## src/rtl/mem_port_arbiter.sv

```systemverilog
// mem_port_arbiter: shares one single-port synchronous-read memory between
// the instruction-fetch requester and the load/store requester. Data has
// priority; a starvation counter forces a fetch grant after STARVE_LIMIT
// consecutive data grants that left fetch waiting. Read responses are routed
// back to whichever requester issued the read one cycle earlier.
module mem_port_arbiter #(
  parameter int ADDR_W       = 32,
  parameter int DATA_W       = 32,
  parameter int STARVE_LIMIT = 4
) (
  input  logic              clk,
  input  logic              rst,
  input  logic              if_req,
  input  logic [ADDR_W-1:0] if_addr,
  output logic              if_gnt,
  output logic              if_rvalid,
  output logic [DATA_W-1:0] if_rdata,
  input  logic              d_req,
  input  logic              d_we,
  input  logic [ADDR_W-1:0] d_addr,
  input  logic [DATA_W-1:0] d_wdata,
  output logic              d_gnt,
  output logic              d_rvalid,
  output logic [DATA_W-1:0] d_rdata,
  output logic              mem_en,
  output logic              mem_we,
  output logic [ADDR_W-1:0] mem_addr,
  output logic [DATA_W-1:0] mem_wdata,
  input  logic [DATA_W-1:0] mem_rdata,
  output logic              stall
);

  localparam int CNT_W = $clog2(STARVE_LIMIT + 1);
  localparam logic [CNT_W-1:0] LIMIT = CNT_W'(STARVE_LIMIT);

  typedef enum logic [1:0] {
    SRC_NONE = 2'd0,
    SRC_IF   = 2'd1,
    SRC_D    = 2'd2
  } src_t;

  src_t             rsp_src;
  src_t             rsp_src_next;
  logic [CNT_W-1:0] starve_cnt;
  logic [CNT_W-1:0] starve_cnt_next;
  logic             starved;

  assign starved = (starve_cnt == LIMIT);

  // Grant decision and memory port drive; everything is held quiet in reset.
  always_comb begin
    if_gnt    = 1'b0;
    d_gnt     = 1'b0;
    mem_en    = 1'b0;
    mem_we    = 1'b0;
    mem_addr  = '0;
    mem_wdata = '0;
    stall     = 1'b0;
    if (!rst) begin
      if_gnt = if_req & (~d_req | starved);
      d_gnt  = d_req & ~if_gnt;
      mem_en = if_gnt | d_gnt;
      if (if_gnt) begin
        mem_addr = if_addr;
      end else if (d_gnt) begin
        mem_addr = d_addr;
        mem_we   = d_we;
        if (d_we) begin
          mem_wdata = d_wdata;
        end
      end
      stall = (if_req & ~if_gnt) | (d_req & ~d_gnt);
    end
  end

  // Next-state for response source and starvation counter.
  always_comb begin
    rsp_src_next    = SRC_NONE;
    starve_cnt_next = starve_cnt;
    if (if_gnt) begin
      rsp_src_next = SRC_IF;
    end else if (d_gnt && !d_we) begin
      rsp_src_next = SRC_D;
    end
    if (if_gnt || !if_req) begin
      starve_cnt_next = '0;
    end else if (d_gnt && !starved) begin
      starve_cnt_next = starve_cnt + 1'b1;
    end
  end

  // Control state register; reset discards any in-flight read response.
  always_ff @(posedge clk) begin
    if (rst) begin
      rsp_src    <= SRC_NONE;
      starve_cnt <= '0;
    end else begin
      rsp_src    <= rsp_src_next;
      starve_cnt <= starve_cnt_next;
    end
  end

  // A response pending across a reset assertion is suppressed while rst is high.
  assign if_rvalid = (rsp_src == SRC_IF) & ~rst;
  assign d_rvalid  = (rsp_src == SRC_D) & ~rst;
  assign if_rdata  = mem_rdata;
  assign d_rdata   = mem_rdata;

endmodule

```

## config.mk

```make
export PLATFORM = sky130hd
export DESIGN_NAME = mem_port_arbiter
export DESIGN_NICKNAME = d
export VERILOG_FILES = /design/src/rtl/mem_port_arbiter.sv
export SDC_FILE = /design/constraint.sdc
export NUM_CORES = 1
export LEC_CHECK = 0
export CAP_MARGIN = 20
export CORE_AREA = 2 2 103 105
export CTS_BUF_LIST = sky130_fd_sc_hd__clkbuf_4
export DETAILED_ROUTE_END_ITERATION = 10
export DIE_AREA = 0 0 105 107
export PLACE_DENSITY = 0.69
export SLEW_MARGIN = 25
export SYNTH_ARGS = -nofsm -noshare
export SYNTH_HDL_FRONTEND = slang
export SYNTH_SLANG_ARGS = --single-unit
```

## constraint.sdc

```tcl
create_clock -name clk -period 3.5 [get_ports clk]
set_input_delay 0.525 -clock clk [delete_from_list [all_inputs] [get_ports clk]]
set_output_delay 0.525 -clock clk [all_outputs]
set_load 0.005 [all_outputs]
```

==> run_summary.xml <==
<?xml version="1.0" encoding="UTF-8"?>
<metrics>
  <group name="status">
    <metric name="status" unit="">finished, final reports clean</metric>
  </group>
  <group name="finish">
    <metric name="final_util" unit="%">26.5</metric>
    <metric name="instances_no_fill" unit="">408</metric>
    <metric name="fin_area" unit="mm²">0.00268</metric>
    <metric name="antenna_cells_inserted" unit="">0</metric>
    <metric name="drive_above_1_share" unit="%">2.57</metric>
    <metric name="flow.area_growth_from_synthesis" unit="%">106</metric>
    <metric name="mostFrequentLayoutCells" unit="">clkdlybuf4s50_1 (171), and2_1 (34), a22o_1 (31)</metric>
    <metric name="finish.net_count" unit="">408</metric>
    <metric name="n_fill_cell" unit="">1137</metric>
    <metric name="layout_commonest_cell" unit="">clkdlybuf4s50_1</metric>
  </group>
  <group name="placed_design">
    <metric name="finalWeightedCongestion" unit="">0.792</metric>
    <metric name="placed_area" unit="mm²">0.00265</metric>
    <metric name="place_inst" unit="">404</metric>
    <metric name="pre_cts_ws" unit="ns">0.546</metric>
    <metric name="numPortBuffers" unit="">171</metric>
    <metric name="place_hpwl" unit="µm">4190</metric>
  </group>
  <group name="grt">
    <metric name="grt_pass1_wl" unit="µm">7270</metric>
    <metric name="grt_pass1_vias" unit="">1447</metric>
    <metric name="grt.overflow.total" unit="">0</metric>
    <metric name="grt_max_degree" unit="">34</metric>
    <metric name="use_met3" unit="%">3.04</metric>
    <metric name="grt.met2_usage" unit="%">14.1</metric>
    <metric name="global_route.usage.total" unit="%">7.80</metric>
    <metric name="top_usage_layer" unit="">met2</metric>
    <metric name="grt_antenna_before_repair" unit="">0</metric>
    <metric name="grt_use_met1" unit="%">8.40</metric>
  </group>
  <group name="timing">
    <metric name="skew" unit="ns">0.000247</metric>
    <metric name="finalWorstPathRequiredPeriod" unit="ns">2.95</metric>
    <metric name="max_slew.worst_pin.slew" unit="ns">0.339</metric>
    <metric name="slew-limit-headroom" unit="%">77.4</metric>
    <metric name="layout_worst_path_cycle_share" unit="%">84.4</metric>
    <metric name="number_of_pins_with_negative_max_slew_slack_in_the_final_report" unit="">0</metric>
    <metric name="setup_violations" unit="">0</metric>
    <metric name="total_negative_setup_slacks" unit="ns">0</metric>
    <metric name="layout_setup_ws" unit="ns">0.546</metric>
    <metric name="fmax" unit="MHz">338</metric>
    <metric name="hold_viol" unit="">0</metric>
    <metric name="setup_repair_after_global_routing_missed_its_margin" unit="">no</metric>
  </group>
  <group name="clock_network">
    <metric name="post-cts-setup-buffers" unit="">0</metric>
    <metric name="ctsResizeCount" unit="">0</metric>
    <metric name="tritoncts.num_buffers" unit="">3</metric>
    <metric name="cts_tree" unit="">yes</metric>
    <metric name="clk_latency" unit="ns">0.24</metric>
    <metric name="cts-htree-levels" unit="">1</metric>
    <metric name="cts_sinks" unit="">5</metric>
    <metric name="clock_tree.buffer_depth" unit="">2</metric>
    <metric name="ctsRootBufferMaster" unit="">clkbuf_4</metric>
    <metric name="hold_buffers" unit="">0</metric>
    <metric name="worst_setup_hold_path_clk_slew" unit="ns">0.04</metric>
  </group>
  <group name="route">
    <metric name="drtAntennaViolNets" unit="">0</metric>
    <metric name="drc" unit="">0</metric>
    <metric name="vias" unit="">1483</metric>
    <metric name="avgRoutedWirePerCell" unit="µm">11.9</metric>
    <metric name="routed_wl" unit="µm">4880</metric>
    <metric name="first_pass_iters" unit="">2</metric>
    <metric name="routed_via_density" unit="">3.63</metric>
    <metric name="dr.first_iter.drc_count" unit="">38</metric>
  </group>
  <group name="flow_run">
    <metric name="max_cap_violations" unit="">0</metric>
  </group>
  <group name="power">
    <metric name="peakVddDrop" unit="mV">0.146</metric>
    <metric name="power.density" unit="mW/mm²">139</metric>
    <metric name="power.static_leakage" unit="nW">1.01</metric>
  </group>
  <group name="yosys">
    <metric name="share_of_synthesized_area_occupied_by_flip_flops_and_latches" unit="%">7.70</metric>
    <metric name="ys_ff_latch" unit="">5</metric>
    <metric name="postSynthAreaPerCell" unit="µm²">7.69</metric>
    <metric name="synth-warning-count" unit="">0</metric>
    <metric name="yosys.cell_types.count" unit="">19</metric>
    <metric name="syn_inst" unit="">169</metric>
    <metric name="synth_nets" unit="">304</metric>
    <metric name="syn-cell-area" unit="mm²">0.00130</metric>
  </group>
  <group name="setup_path">
    <metric name="critPathKind" unit="">in2out</metric>
    <metric name="cp-start-kind" unit="">input pin</metric>
    <metric name="worstPathMaxFanout" unit="">33</metric>
    <metric name="data_arrival_time_of_the_critical_path" unit="ns">2.43</metric>
    <metric name="crit_path_end_kind" unit="">output port</metric>
    <metric name="cp.required" unit="ns">2.97</metric>
  </group>
  <group name="floorplan">
    <metric name="initial_core_util" unit="%">12.9</metric>
    <metric name="number_of_rows_in_the_core_area" unit="">37</metric>
    <metric name="die_w" unit="µm">105</metric>
    <metric name="boundaryPins" unit="">268</metric>
    <metric name="floorplan.core_area" unit="mm²">0.0101</metric>
    <metric name="dieArea" unit="mm²">0.0112</metric>
    <metric name="die_height" unit="µm">107</metric>
  </group>
  <group name="hold_path">
    <metric name="hold_path_class" unit="">reg2reg</metric>
  </group>
</metrics>
[synthesized netlist by cell type (all sizes together)]
cell	instances	area share, %
nand3	3	1.2
mux2i	1	0.77
and2	34	16
dfxtp	5	7.7
a22o	31	21
and3	3	1.4
nor2b	3	1.4
and3b	2	1.3
clkbuf	2	0.58
nor2	3	0.87
inv	2	0.58
nand2	1	0.29
nor3b	2	1.2
a21oi	1	0.38
ha	2	1.9
a21bo	1	0.77
buf	73	42
[layer usage]
metal  part of all wire, %  vias to the layer above  routed length (µm)
met5                     0                        -                   0
met4                   1.7                        0                  81
met3                    13                       14                 612
met2                    50                       99                2420
met1                    36                      656                1760
li1                      -                      714                   -
[stage by stage]
stage	hold WS, ns	power, mW
global placement	0.515	0.297
floorplan	0.502	0.175
CTS	0.537	0.378
finish	0.538	0.371
global route	0.571	0.396
detailed placement	0.525	0.300
[power breakdown]
group | leakage, nW | internal [mW] | switching (mW)
Clock | 0.0184 | 0.0508 | 0.0231
Combinational | 0.954 | 0.179 | 0.0597
Sequential | 0.0408 | 0.0587 | 0.000671
[kinds of logic after synthesis]
logic type      share of synthesized area, %
simple gates                            24.1
flops                                   7.70
mux                                    0.770
compound gates                          22.0
buf+inv                                 43.5
fa+ha+maj                               1.92
[final timing paths]
kind	startpoint	to	slack, ns	cells past startpoint
max	rst	mem_addr[27]	0.55	6
min	starve_cnt[0]	starve_cnt[0]	0.54	2
max reg2reg	starve_cnt[0]	rsp_src[1]	2.05	6
min reg2reg	starve_cnt[0]	starve_cnt[0]	0.54	2
[registers in the layout, indices dropped and copies added (netlist names)]
signal	cells
rsp_src	2
starve_cnt	3
[final cells by class]
type                    instances  area (µm²)  share of cell area, %
flip-flops and latches          5         100                   3.74
multi-input cells              87         634                   23.7
inverters                       2        7.51                  0.281
well taps                     136         170                   6.36
repair buffers                174        1730                   64.8
clock buffers                   4        30.0                   1.12
[critical path, cell delays in order]
cell             delay [ns]
clkdlybuf4s50_1        0.50
nor2b_1                0.20
and2_1                 0.16
buf_4                  0.32
a22o_1                 0.20
clkdlybuf4s50_1        0.50
(Power assumes the default switching activity.)
